===== src/rtl/mips_pkg.sv =====
// Shared types and constants for the instruction fetch unit and its next-PC logic.
package mips_pkg;

  typedef enum logic [1:0] {
    FETCH = 2'd0,
    WAIT  = 2'd1,
    ISSUE = 2'd2
  } fetch_state_e;

  localparam int OPCODE_HI = 31;
  localparam int OPCODE_LO = 26;
  localparam int RS_HI     = 25;
  localparam int RS_LO     = 21;
  localparam int RT_HI     = 20;
  localparam int RT_LO     = 16;
  localparam int RD_HI     = 15;
  localparam int RD_LO     = 11;
  localparam int IMM_HI    = 15;
  localparam int IMM_LO    = 0;
  localparam int FUNCT_HI  = 5;
  localparam int FUNCT_LO  = 0;
  localparam int TARGET_HI = 25;
  localparam int TARGET_LO = 0;

  localparam logic [31:0] INST_NOP = 32'h0000_0000;

  // Branch displacement in bytes: sign-extended word offset shifted left by 2.
  function automatic logic [31:0] sext_word_offset(input logic [15:0] imm);
    return {{14{imm[15]}}, imm, 2'b00};
  endfunction

endpackage


===== src/rtl/next_pc_logic.sv =====
// Combinational next-PC selection: jr > jump > taken branch > sequential.
module next_pc_logic
  import mips_pkg::*;
(
  input  logic [31:0] pc,
  input  logic [25:0] target,
  input  logic        branch,
  input  logic        zero,
  input  logic        jump,
  input  logic        jr,
  input  logic [25:0] jump_addr,
  output logic [31:0] next_pc
);

  logic [31:0] pc4;
  logic [31:0] branch_target;

  // Priority mux; all arithmetic wraps modulo 2^32.
  always_comb begin
    pc4           = pc + 32'd4;
    branch_target = pc4 + sext_word_offset(target[IMM_HI:IMM_LO]);
    next_pc       = pc4;
    if (jr)
      next_pc = {pc4[31:28], jump_addr, 2'b00};
    else if (jump)
      next_pc = {pc4[31:28], target, 2'b00};
    else if (branch && zero)
      next_pc = branch_target;
  end

endmodule


===== src/rtl/instruction_fetch_unit.sv =====
// Instruction fetch unit: owns the PC, fetches one instruction at a time over
// a req/ack handshake and presents its decoded fields until the datapath retires it.
// Optional build macro IFU_PERF_CNT_EN adds retired/stall performance counters.
//
// state | meaning
// FETCH | drive imem_req with imem_addr=PC for one cycle
// WAIT  | wait for imem_ack; give up with a nop and sticky imem_err after WAIT_LIMIT cycles
// ISSUE | inst_valid high, fields stable; advance PC on exec_done
module instruction_fetch_unit
  import mips_pkg::*;
#(
  parameter logic [31:0] RESET_PC   = 32'h0000_0000,
  parameter int          WAIT_LIMIT = 16
) (
  input  logic        clk,
  input  logic        reset,
  output logic        imem_req,
  output logic [31:0] imem_addr,
  input  logic [31:0] imem_rdata,
  input  logic        imem_ack,
  output logic        inst_valid,
  input  logic        exec_done,
  output logic [5:0]  opcode,
  output logic [5:0]  funct,
  output logic [4:0]  rs,
  output logic [4:0]  rt,
  output logic [4:0]  rd,
  output logic [15:0] imm16,
  output logic [29:0] jalAddr,
  input  logic        branch,
  input  logic        zero,
  input  logic        jump,
  input  logic        jr,
  input  logic [25:0] jumpAddr,
  output logic [31:0] pc,
  output logic        imem_err
`ifdef IFU_PERF_CNT_EN
  ,
  output logic [31:0] retired_cnt,
  output logic [31:0] stall_cnt
`endif
);

  // Counter only needs to reach WAIT_LIMIT-1; the limit cycle itself triggers the timeout.
  localparam int CNT_W = (WAIT_LIMIT > 1) ? $clog2(WAIT_LIMIT) : 1;
  localparam logic [CNT_W-1:0] CNT_LAST = CNT_W'(WAIT_LIMIT - 1);

  fetch_state_e     state, state_nxt;
  logic [31:0]      inst;
  logic [CNT_W-1:0] wait_cnt;
  logic             timeout;
  logic [31:0]      next_pc;

  next_pc_logic u_next_pc (
    .pc        (pc),
    .target    (inst[TARGET_HI:TARGET_LO]),
    .branch    (branch),
    .zero      (zero),
    .jump      (jump),
    .jr        (jr),
    .jump_addr (jumpAddr),
    .next_pc   (next_pc)
  );

  // State register.
  always_ff @(posedge clk) begin
    if (reset) state <= FETCH;
    else       state <= state_nxt;
  end

  // Next-state decode; ack and exec_done are only honoured in their own state.
  always_comb begin
    state_nxt = state;
    timeout   = 1'b0;
    case (state)
      FETCH: state_nxt = WAIT;
      WAIT: begin
        if (imem_ack) begin
          state_nxt = ISSUE;
        end else if (wait_cnt == CNT_LAST) begin
          timeout   = 1'b1;
          state_nxt = ISSUE;
        end
      end
      ISSUE: if (exec_done) state_nxt = FETCH;
      default: state_nxt = FETCH;
    endcase
  end

  // PC, instruction latch, wait counter and sticky error.
  always_ff @(posedge clk) begin
    if (reset) begin
      pc       <= {RESET_PC[31:2], 2'b00};
      inst     <= INST_NOP;
      wait_cnt <= '0;
      imem_err <= 1'b0;
    end else begin
      case (state)
        FETCH: wait_cnt <= '0;
        WAIT: begin
          if (imem_ack) begin
            inst <= imem_rdata;
          end else if (timeout) begin
            inst     <= INST_NOP;
            imem_err <= 1'b1;
          end else begin
            wait_cnt <= wait_cnt + 1'b1;
          end
        end
        ISSUE: if (exec_done) pc <= next_pc;
        default: ;
      endcase
    end
  end

`ifdef IFU_PERF_CNT_EN
  // Performance counters, free-running and wrapping.
  always_ff @(posedge clk) begin
    if (reset) begin
      retired_cnt <= '0;
      stall_cnt   <= '0;
    end else begin
      if (state == ISSUE && exec_done) retired_cnt <= retired_cnt + 32'd1;
      if (state == WAIT && !imem_ack)  stall_cnt   <= stall_cnt + 32'd1;
    end
  end
`endif

  // Request is suppressed while reset is held so the bus sees no fetch during reset.
  always_comb begin
    imem_req   = (state == FETCH) && !reset;
    imem_addr  = pc;
    inst_valid = (state == ISSUE);
    opcode     = inst[OPCODE_HI:OPCODE_LO];
    rs         = inst[RS_HI:RS_LO];
    rt         = inst[RT_HI:RT_LO];
    rd         = inst[RD_HI:RD_LO];
    imm16      = inst[IMM_HI:IMM_LO];
    funct      = inst[FUNCT_HI:FUNCT_LO];
    jalAddr    = pc[31:2] + 30'd1;
  end

endmodule


===== config.mk =====
export PLATFORM = sky130hd
export DESIGN_NAME = instruction_fetch_unit
export DESIGN_NICKNAME = d
export VERILOG_FILES = /design/src/rtl/mips_pkg.sv /design/src/rtl/next_pc_logic.sv /design/src/rtl/instruction_fetch_unit.sv
export SDC_FILE = /design/constraint.sdc
export NUM_CORES = 1
export LEC_CHECK = 0
export CORE_MARGIN = 5
export CORE_UTILIZATION = 50
export CTS_CLUSTER_DIAMETER = 100
export DETAILED_ROUTE_END_ITERATION = 8
export DONT_BUFFER_PORTS = 1
export PLACE_DENSITY = 0.74
export SYNTH_ARGS = -nofsm -noshare
export SYNTH_HDL_FRONTEND = slang
export SYNTH_SLANG_ARGS = --single-unit

===== constraint.sdc =====
create_clock -name clk -period 5.3 [get_ports clk]
set_input_delay 0.795 -clock clk [delete_from_list [all_inputs] [get_ports clk]]
set_output_delay 0.795 -clock clk [all_outputs]
set_load 0.02 [all_outputs]

==> impl_metrics.ini, run 1 <==
[run_status]
outcome = finished clean

[floorplan]
initial_utilization_pct = 51.0
io_pins = 206
die_width_um = 118
die_area_sq_um = 13900
rows = 39
die-height_um = 118
core_sq_um = 11400

[power_and_ir_drop]
largest_vdd_supply_drop_mv = 0.210
power_leakage_nw = 2.49
total_power_mw = 1.45
power-per-cell-area_nw_per_um2 = 237

[route]
drt-wirelength-per-cell_um = 22.9
vias = 5929
detailedRoute.firstPassIterationCount = 5
post_drt_via_cell_ratio = 6.56
drcViolationCount = 0
wirelength_mm = 20.7
initialDrtViolationCount = 556
drtAntennaViolNets = 0

[final_layout]
final_cells = 904
layout.cells.most_common_list = sky130_fd_sc_hd__nor2_1, sky130_fd_sc_hd__dfxtp_1, sky130_fd_sc_hd__nand2_1
area_growth_syn_to_layout_pct = 5.29
most_frequent_standard_cell_in_the_layout_excluding_fill_and_tap_cells = sky130_fd_sc_hd__nor2_1
fin_nets = 860
post_route_cells_drive_above_1_share_pct = 10.6
layout.filler_cells = 1108
n_antenna_cell = 0

[timing]
slew_headroom_pct = 14.5
fmaxAchievable_mhz = 214
postLayoutSetupSlackWorst_ns = 0.632
finalWorstPathRequiredPeriod_ns = 4.67
hold_viol = 0
min_period_over_period_pct = 88.1
rsz0062_at_grt = false
totalNegativeSetupSlack_ns = 0
count_of_pins_over_their_slew_limit = 0
worst_hold_slack_after_final_layout_ns = 0.494
skew_ns = 0.00696
tightest_slew_ns = 1.28
final-setup-viol-count = 0

[clock_network]
cts_setup_buffers = 0
clk_pin_slew_ns = 0.06
tritoncts.num_buffers = 9
cts.repair.resized = 0
cts.root.buffer_cell = sky130_fd_sc_hd__clkbuf_16
clk_path_buf_depth = 2
cts_hold_repair.buffers = 0
insertion_delay_ns = 0.33
tritoncts = done
cts.htree.levels = 3
clock_sink_count = 69

[worst_setup_path]
worstSetupEndpointType = flop
worst_ep_required_time_ns = 5.52
crit-reg2reg-launch = imem_addr[3]$_SDFFE_PP0P_
r2r-end = imem_addr[31]$_SDFFE_PP0P_
crit_path_top_delay_cell = sky130_fd_sc_hd__or4_1
cp.arrival_ns = 4.89
cp-startpoint = imem_addr[3]$_SDFFE_PP0P_
cell_by_cell_listing_of_the_critical_path = buf_4 -> ha_1 -> and4_1 -> nand4_1 -> or2_2 -> nor2_1 -> nand2_1 -> xnor2_1 -> buf_4 -> ha_1 -> a21oi_1 -> o21bai_1 -> a21oi_1 -> nand3_1 -> o21ai_0 -> xor2_1 -> or4_1 -> o21ai_0 -> mux2_2
worstSetupEndpoint = imem_addr[31]$_SDFFE_PP0P_
critical_path_fanout_max = 8
r2r_cells = 19
r2r_setup_slack_ns = 0.63
worst_setup_path_start_kind = flop
path_class = reg -> reg
maximum_cell_stage_delay_along_the_critical_path_ns = 0.42

[synthesis]
synth.distinct_cells = 64
synth_area_sq_um = 5820
synth_ff_type = sky130_fd_sc_hd__dfxtp_1
top_cells_by_area_synth = sky130_fd_sc_hd__dfxtp_1, sky130_fd_sc_hd__ha_1, sky130_fd_sc_hd__nor2_1
synth_largest_area_cell = sky130_fd_sc_hd__dfxtp_1
synthesis_warning_total = 0
synth_seq_cells = 69
seq_area_frac_synth_pct = 23.7
post_synth.cell_area_avg_sq_um = 7.44
synthArstFlopShare_pct = 0
synthCells = 782
synth_top_area_share_pct = 23.7
synth_edf_count = 0

[place]
preCtsSetupSlack_ns = 0.701
place_hpwl_mm = 15.5
place.detailed.instances = 888
gp_congestion = 0.979
place.port_buffers = 0

[grt]
grt_pass1_wl_mm = 31.9
vias_in_the_first_global_route = 5455
grt_start_max_net_pins = 74
grtUsageTotal_pct = 28.3
antenna_violations_before_repair = 0
grt_residual_overflow = 0

[job]
max_cap_viol_count = 0

[min_path]
hold_path.class = reg -> reg
holdCritStartpoint = wait_cnt[3]$_SDFFE_PP0P_
-- cell usage after synthesis, types with 3 or more instances --
| library cell | n |
|---|---|
| sky130_fd_sc_hd__nand2_1 | 68 |
| sky130_fd_sc_hd__inv_1 | 13 |
| sky130_fd_sc_hd__or2_2 | 3 |
| sky130_fd_sc_hd__o21ai_0 | 52 |
| sky130_fd_sc_hd__nand4_1 | 8 |
| sky130_fd_sc_hd__nor4_1 | 4 |
| sky130_fd_sc_hd__nor2_1 | 105 |
| sky130_fd_sc_hd__nand2b_1 | 6 |
| sky130_fd_sc_hd__a211oi_1 | 18 |
| sky130_fd_sc_hd__or3_1 | 4 |
| sky130_fd_sc_hd__o22ai_1 | 3 |
| sky130_fd_sc_hd__and4_1 | 3 |
| sky130_fd_sc_hd__o221a_2 | 3 |
| sky130_fd_sc_hd__a21o_1 | 6 |
| sky130_fd_sc_hd__a21oi_1 | 64 |
| sky130_fd_sc_hd__o21bai_1 | 5 |
| sky130_fd_sc_hd__a311oi_1 | 4 |
| sky130_fd_sc_hd__dfxtp_1 | 69 |
| sky130_fd_sc_hd__o21a_1 | 6 |
| sky130_fd_sc_hd__xnor2_1 | 21 |
| sky130_fd_sc_hd__and3_1 | 14 |
| sky130_fd_sc_hd__clkbuf_1 | 34 |
| sky130_fd_sc_hd__a2111oi_0 | 4 |
| sky130_fd_sc_hd__clkbuf_8 | 7 |
| sky130_fd_sc_hd__a22oi_1 | 35 |
| sky130_fd_sc_hd__nor3_1 | 17 |
| sky130_fd_sc_hd__xor2_1 | 28 |
| sky130_fd_sc_hd__nand3b_1 | 3 |
| sky130_fd_sc_hd__o211ai_1 | 12 |
| sky130_fd_sc_hd__nor2b_1 | 8 |
| sky130_fd_sc_hd__mux2_2 | 3 |
| sky130_fd_sc_hd__nand3_1 | 25 |
| sky130_fd_sc_hd__ha_1 | 37 |
| sky130_fd_sc_hd__buf_4 | 46 |
| sky130_fd_sc_hd__a31oi_1 | 7 |
-- area by class of cell --
cell class,count,area [sq um],area share [%]
multi-input combinational,612,3810,62.2
sequential,69,1380,22.5
timing repair buffer,50,375,6.13
clock buffer,11,243,3.96
tap,143,179,2.92
clock inverter,5,82.6,1.35
inverter,14,52.6,0.858
-- metrics by stage --
step / area (sq um) / utilization [%]
after global placement: 5800 / 50.8
after floorplan: 5830 / -
final: 6130 / 53.6
after detailed placement: 5800 / 50.8
after CTS: 6130 / 53.6
after global routing: 6130 / 53.6
-- state kept, by name (all words and copies together) (netlist names) --
signal	flops
wait_cnt	4
imem_err	1
imem_addr	30
state	2
inst	32
-- critical path, delay by kind of cell, from the launching register on --
kind | cells | cell delay [ns]
flops | 1 | 0.31
mux | 1 | 0.35
buf+inv | 2 | 0.39
simple gates | 7 | 1.72
xor+xnor | 2 | 0.28
compound gates | 5 | 0.89
fa+ha+maj | 2 | 0.61
-- where the power goes --
| group | internal, mW | total [mW] | switching [mW] |
|---|---|---|---|
| sequential | 0.537 | 0.582 | 0.0452 |
| clock | 0.427 | 0.669 | 0.242 |
| combinational | 0.0693 | 0.201 | 0.132 |
| total | 1.03 | 1.45 | 0.419 |
-- cells by family after synthesis --
logic type	Yosys count	synth area share [%]
AOI/OAI and AO/OA	237	26.4
xor gates and xnor gates	49	7.38
adders and majority gates	38	8.30
buffers and inverters	104	10.9
DFF	69	23.7
muxes	5	0.925
other	1	0.0645
and+or+nand+nor	279	22.3
-- worst min path at each step --
stage,end,cells past startpoint
after detailed placement,wait_cnt[3]$_SDFFE_PP0P_,1
after global routing,imem_addr[27]$_SDFFE_PP0P_,1
final,wait_cnt[3]$_SDFFE_PP0P_,1
after global placement,wait_cnt[3]$_SDFFE_PP0P_,1
after floorplan,wait_cnt[3]$_SDFFE_PP0P_,1
after CTS,wait_cnt[3]$_SDFFE_PP0P_,1
-- routing by layer --
layer,part of all wire [%],GRT usage [%]
met1,41,38.0
met2,46,44.9
met3,9.9,6.73
met4,2.2,8.89
met5,0,0
Note: power is estimated with default switching activity, not from simulation.
==> inputs of run 2 (changes only) <==
Settings changed: SYNTH_HIERARCHICAL set to 1.
==> run 2 against run 1 <==
  * Sequential cell count grew 2
  * Worst hold slack gained 0.019 ns
  * Combinational power shrank 17%
  * Critical path type unchanged
  * Largest power group is now sequential cells
  * Sequential share of layout area grew 0.090 points
  * Design area grew 2.5%
  * Via count grew 1.1%
  * Critical endpoint unchanged
  * Highest routed layer unchanged
  * Synthesized area grew 4.3%
  * Setup slack gained 0.57 ns
  * Non-clock buffer count shrank 25
==> impl_metrics.ini, run 2 <==
[timing]
hold_viol = 0
tightest_slew_ns = 1.20
count_of_pins_over_their_slew_limit = 0
rsz0062_at_grt = false
min_period_over_period_pct = 77.3
postLayoutSetupSlackWorst_ns = 1.20
totalNegativeSetupSlack_ns = 0
slew_headroom_pct = 20.1
finalWorstPathRequiredPeriod_ns = 4.10
final-setup-viol-count = 0
fmaxAchievable_mhz = 244
skew_ns = 0.00921

[route]
drcViolationCount = 0
vias = 5996
drt-wirelength-per-cell_um = 22.2
initialDrtViolationCount = 410
drtAntennaViolNets = 0
post_drt_via_cell_ratio = 6.58
detailedRoute.firstPassIterationCount = 6
wirelength_mm = 20.2

[synthesis]
synth_common_cells = sky130_fd_sc_hd__nand2_1, sky130_fd_sc_hd__a21oi_1, sky130_fd_sc_hd__dfxtp_1
post_synth.cell_area_avg_sq_um = 7.58
synth_largest_area_cell = sky130_fd_sc_hd__dfxtp_1
synth_edf_count = 0
synth_area_sq_um = 6070
synth.distinct_cells = 69
synthesis_warning_total = 6
top_cells_by_area_synth = sky130_fd_sc_hd__dfxtp_1, sky130_fd_sc_hd__nand2_1, sky130_fd_sc_hd__ha_1
most_instantiated_library_cell_after_synthesis = sky130_fd_sc_hd__nand2_1
synth_ff_type = sky130_fd_sc_hd__dfxtp_1
synth.net_count = 907
synthCells = 801
synth_seq_cells = 71
seq_area_frac_synth_pct = 23.4
synthArstFlopShare_pct = 0
synth_top_area_share_pct = 23.4

[grt]
grt_pass1_wl_mm = 31.3
vias_in_the_first_global_route = 5747
grt_start_max_net_pins = 43
grt_residual_overflow = 0
antenna_violations_before_repair = 0
grtUsageTotal_pct = 27.2

[final_layout]
final_core_utilization_pct = 52.5
final_cells = 911
most_frequent_standard_cell_in_the_layout_excluding_fill_and_tap_cells = sky130_fd_sc_hd__nand2_1
area_growth_syn_to_layout_pct = 3.42
layout.cells.most_common_list = sky130_fd_sc_hd__nand2_1, sky130_fd_sc_hd__a21oi_1, sky130_fd_sc_hd__dfxtp_1
n_antenna_cell = 0
post_route_cells_drive_above_1_share_pct = 9.16
fin_nets = 865

[worst_setup_path]
critical_path.top_delay_family = simple AND/OR/NAND/NOR gates
crit_path_top_delay_cell = sky130_fd_sc_hd__ha_1
cell_by_cell_listing_of_the_critical_path = buf_4 -> and4_1 -> and3_1 -> nand2_1 -> nor2_1 -> nand3_1 -> xnor2_1 -> ha_1 -> a21oi_1 -> o21ai_1 -> or2_2 -> o31ai_4 -> o41a_4 -> o21ai_2 -> mux2i_1 -> xnor2_1 -> nand2_1 -> a21oi_1
path_class = reg -> reg
maximum_cell_stage_delay_along_the_critical_path_ns = 0.39
worstSetupEndpointType = flop
worst_setup_path_start_kind = flop
worst-path-buf-inv = 1
critical_path_fanout_max = 12
worst_ep_required_time_ns = 5.58
cp.arrival_ns = 4.38

[floorplan]
rows = 40
io_pins = 206
core_sq_um = 12000
die_area_sq_um = 14400
die-height_um = 120
initial_utilization_pct = 50.8
die_width_um = 120

[job]
max_cap_viol_count = 0

[clock_network]
cts.htree.levels = 3
clock_sink_count = 71
cts_setup_buffers = 0
tritoncts.num_buffers = 9
clk_pin_slew_ns = 0.06
clk_path_buf_depth = 2
cts.repair.resized = 0
cts_hold_repair.buffers = 0
tritoncts = done
insertion_delay_ns = 0.34
cts.root.buffer_cell = sky130_fd_sc_hd__clkbuf_16

[min_path]
hold_path.class = reg -> reg

[place]
place.port_buffers = 0
preCtsSetupSlack_ns = 1.27
place.detailed.instances = 895
gp_congestion = 0.926
place_hpwl_mm = 15.0

[power_and_ir_drop]
largest_vdd_supply_drop_mv = 0.167
total_power_mw = 1.34
power_leakage_nw = 2.50
power-per-cell-area_nw_per_um2 = 214

[run_status]
outcome = finished clean
==> run 2: cell count changes in the layout (fill, tap and decap cells not counted), moves of 6 or more <==
cell                       delta
sky130_fd_sc_hd__o21ai_0     -18
sky130_fd_sc_hd__and3_1       -6
sky130_fd_sc_hd__a21oi_1     +13
sky130_fd_sc_hd__buf_4       -25
sky130_fd_sc_hd__a22o_1      +33
sky130_fd_sc_hd__a211oi_1    -16
sky130_fd_sc_hd__a22oi_1     -31
sky130_fd_sc_hd__nand4_1     +16
sky130_fd_sc_hd__nand2_1     +67
sky130_fd_sc_hd__nor2_1      -65
sky130_fd_sc_hd__a21o_1       +9
sky130_fd_sc_hd__xnor2_1     +33
==> run 2: worst paths after layout <==
kind	startpoint	end	depth (start not counted)	slack, ns
max	imem_addr[5]$_SDFFE_PP0P_	imem_addr[31]$_SDFFE_PP0P_	18	1.20
min	wait_cnt[3]$_SDFFE_PP0P_	wait_cnt[3]$_SDFFE_PP0P_	2	0.51
max reg2reg	imem_addr[5]$_SDFFE_PP0P_	imem_addr[31]$_SDFFE_PP0P_	18	1.20
min reg2reg	wait_cnt[3]$_SDFFE_PP0P_	wait_cnt[3]$_SDFFE_PP0P_	2	0.51
==> run 2: cell families after synthesis <==
kind of cell    after synthesis  share of synthesized area [%]
compound gates              228                           25.4
xor+xnor                     81                           11.7
fa+ha+maj                    40                           8.37
buf+inv                      91                           8.31
flops                        71                           23.4
mux                           4                          0.680
simple gates                286                           22.2
==> run 2: power breakdown <==
group          switching (mW)  total, mW  internal [mW]  leakage (nW)
Clock                   0.252      0.584          0.332         0.143
Sequential             0.0428      0.593          0.550         0.576
Combinational           0.107      0.167         0.0606          1.78
==> run 2: worst reg2reg max path, cell delays in order (launching register included) <==
cell	delay (ns)
sky130_fd_sc_hd__dfxtp_1	0.31
sky130_fd_sc_hd__buf_4	0.25
sky130_fd_sc_hd__and4_1	0.28
sky130_fd_sc_hd__and3_1	0.30
sky130_fd_sc_hd__nand2_1	0.17
sky130_fd_sc_hd__nor2_1	0.21
sky130_fd_sc_hd__nand3_1	0.12
sky130_fd_sc_hd__xnor2_1	0.17
sky130_fd_sc_hd__ha_1	0.39
sky130_fd_sc_hd__a21oi_1	0.16
sky130_fd_sc_hd__o21ai_1	0.28
sky130_fd_sc_hd__or2_2	0.20
sky130_fd_sc_hd__o31ai_4	0.11
sky130_fd_sc_hd__o41a_4	0.38
sky130_fd_sc_hd__o21ai_2	0.15
sky130_fd_sc_hd__mux2i_1	0.23
sky130_fd_sc_hd__xnor2_1	0.13
sky130_fd_sc_hd__nand2_1	0.06
sky130_fd_sc_hd__a21oi_1	0.12
==> run 2: layer usage <==
layer	GRT usage, %	up-vias	routed length (um)
met5	0	-	0
met4	8.66	0	463
met3	7.25	41	1870
met2	47.5	330	9940
met1	32.4	2865	7960
li1	-	2760	-
==> run 2: final cells by class <==
cell class	count	area (sq um)
Multi-Input combinational cell	639	4150
Clock inverter	6	45.0
Fill cell	1147	5680
Timing Repair Buffer	25	188
Tap cell	147	184
Sequential cell	71	1420
Clock buffer	10	239
Inverter	13	48.8
==> run 2: metrics by stage <==
step                hold WS (ns)  area (sq um)
finish                     0.513          6280
global route               0.509          6280
CTS                        0.505          6280
detailed placement         0.495          5990
global placement           0.481          5990
floorplan                  0.464          6070
==> inputs of run 3 (changes only) <==
Clock period 5.3 ns to 3.8 ns, I/O delays scaled along.
==> run 3 against run 2 <==
  * Maximum frequency is 11% higher
  * Global-route usage increased by 1.4 points
  * Sequential cell count did not move
  * Design area grew 4.7%
  * Cell count rose by 3.8%
  * Via count up 2.4%
  * Critical endpoint is now imem_addr[26]$_SDFFE_PP0P_
  * Largest cell class unchanged
  * Highest routed layer unchanged
==> impl_metrics.ini, run 3 (synthesized netlist as in run 2, its figures left out) <==
[run_status]
outcome = finished clean

[clock_network]
tritoncts = done
clk_pin_slew_ns = 0.06
clock_sink_count = 71
cts.htree.levels = 3
clk_path_buf_depth = 2
cts.root.buffer_cell = sky130_fd_sc_hd__clkbuf_16
insertion_delay_ns = 0.35
tritoncts.num_buffers = 9
cts_hold_repair.buffers = 0

[final_layout]
layout.cells.most_common_list = sky130_fd_sc_hd__nand2_1, sky130_fd_sc_hd__a21oi_1, sky130_fd_sc_hd__dfxtp_1
post_route_cells_drive_above_1_share_pct = 13.3
layout.filler_cells = 1134
n_antenna_cell = 0
final_core_utilization_pct = 55.0
most_frequent_standard_cell_in_the_layout_excluding_fill_and_tap_cells = sky130_fd_sc_hd__nand2_1
fin_nets = 900
area_growth_syn_to_layout_pct = 8.31

[timing]
rsz0062_at_grt = true
fmaxAchievable_mhz = 270
totalNegativeSetupSlack_ns = 0
tightest_slew_ns = 1.20
hold_viol = 0
skew_ns = 0.00936
final-setup-viol-count = 0
count_of_pins_over_their_slew_limit = 0
min_period_over_period_pct = 97.3
slew_headroom_pct = 19.6
finalWorstPathRequiredPeriod_ns = 3.70

[worst_setup_path]
r2r_cells = 16
path_class = reg -> reg
cp.arrival_ns = 3.98
worst_ep_required_time_ns = 4.08
critical_path_fanout_max = 7
worstSetupEndpointType = flop
worst_setup_path_start_kind = flop

[floorplan]
core_sq_um = 12000
rows = 40
die_width_um = 120
io_pins = 206
initial_utilization_pct = 50.8
die-height_um = 120
die_area_sq_um = 14400

[route]
drtAntennaViolNets = 0
initialDrtViolationCount = 496
post_drt_via_cell_ratio = 6.49
wirelength_mm = 21.1
vias = 6139
drt-wirelength-per-cell_um = 22.3
drcViolationCount = 0
detailedRoute.firstPassIterationCount = 5

[grt]
antenna_violations_before_repair = 0
vias_in_the_first_global_route = 6035
grt_start_max_net_pins = 43
grt_residual_overflow = 0
grt_pass1_wl_mm = 32.7
grtUsageTotal_pct = 28.6

[power_and_ir_drop]
power-per-cell-area_nw_per_um2 = 295
power_leakage_nw = 2.69
total_power_mw = 1.94
largest_vdd_supply_drop_mv = 0.284

[place]
place_hpwl_mm = 16.1
place.port_buffers = 0
gp_congestion = 1.01

[min_path]
timing.hold.worst_path_depth = 1
hold_path.class = in -> reg

[job]
max_cap_viol_count = 0
## run 3: cell type report
type                    instances  area (sq um)  share of cell area, %
multi-input cells             639          4170                   63.4
flip-flops and latches         71          1420                   21.6
repair buffers                 60           450                   6.85
clock buffers                  10           229                   3.48
well taps                     147           184                   2.80
clock inverters                 6          70.1                   1.07
inverters                      13          48.8                  0.742
## run 3: repair_timing
item,in CTS,in global routing
resized for setup,0,3
setup buffers,0,2
setup endpoints to repair,0,4
## run 3: critical path: stages, from the launching register on
cell,delay [ns]
sky130_fd_sc_hd__dfxtp_1,0.32
sky130_fd_sc_hd__and4_1,0.24
sky130_fd_sc_hd__and3_2,0.26
sky130_fd_sc_hd__nand4_1,0.13
sky130_fd_sc_hd__xnor2_1,0.29
sky130_fd_sc_hd__ha_1,0.36
sky130_fd_sc_hd__nand3_2,0.16
sky130_fd_sc_hd__nor2_1,0.06
sky130_fd_sc_hd__a211o_1,0.30
sky130_fd_sc_hd__a221oi_4,0.34
sky130_fd_sc_hd__o21ai_2,0.14
sky130_fd_sc_hd__a21oi_2,0.30
sky130_fd_sc_hd__o21ai_0,0.20
sky130_fd_sc_hd__xnor2_1,0.16
sky130_fd_sc_hd__a21oi_1,0.16
sky130_fd_sc_hd__nand2_1,0.06
sky130_fd_sc_hd__a21oi_1,0.12
## run 3: per-layer routing
metal,vias to the layer above,global-route usage (%),part of all wire [%]
met5,-,0,0
met4,0,12.4,4.0
met3,68,8.47,8.7
met2,322,47.3,47
met1,2911,34.3,40
li1,2838,-,-
## run 3: worst paths after layout
path	startpoint	endpoint	slack (ns)
max	imem_addr[5]$_SDFFE_PP0P_	imem_addr[26]$_SDFFE_PP0P_	0.10
min	reset	imem_addr[0]$_SDFFE_PP0P_	0.29
max reg2reg	imem_addr[5]$_SDFFE_PP0P_	imem_addr[26]$_SDFFE_PP0P_	0.10
min reg2reg	wait_cnt[3]$_SDFFE_PP0P_	wait_cnt[3]$_SDFFE_PP0P_	0.53
## run 3: where the power goes
part	switching [mW]	leakage (nW)	internal [mW]
sequential	0.0389	0.576	0.768
combinational	0.175	1.96	0.0963
clock	0.351	0.147	0.513
## run 3: per-stage QoR
step,setup WS [ns],hold WS [ns],cell area (sq um),std cells
after global routing,-0.0582,0.262,6580,946
after floorplan,0.0285,0.464,6070,801
after global placement,0.141,0.481,6240,928
after detailed placement,0.122,0.508,6240,928
after CTS,0.0933,0.271,6540,944
final,0.102,0.291,6580,946
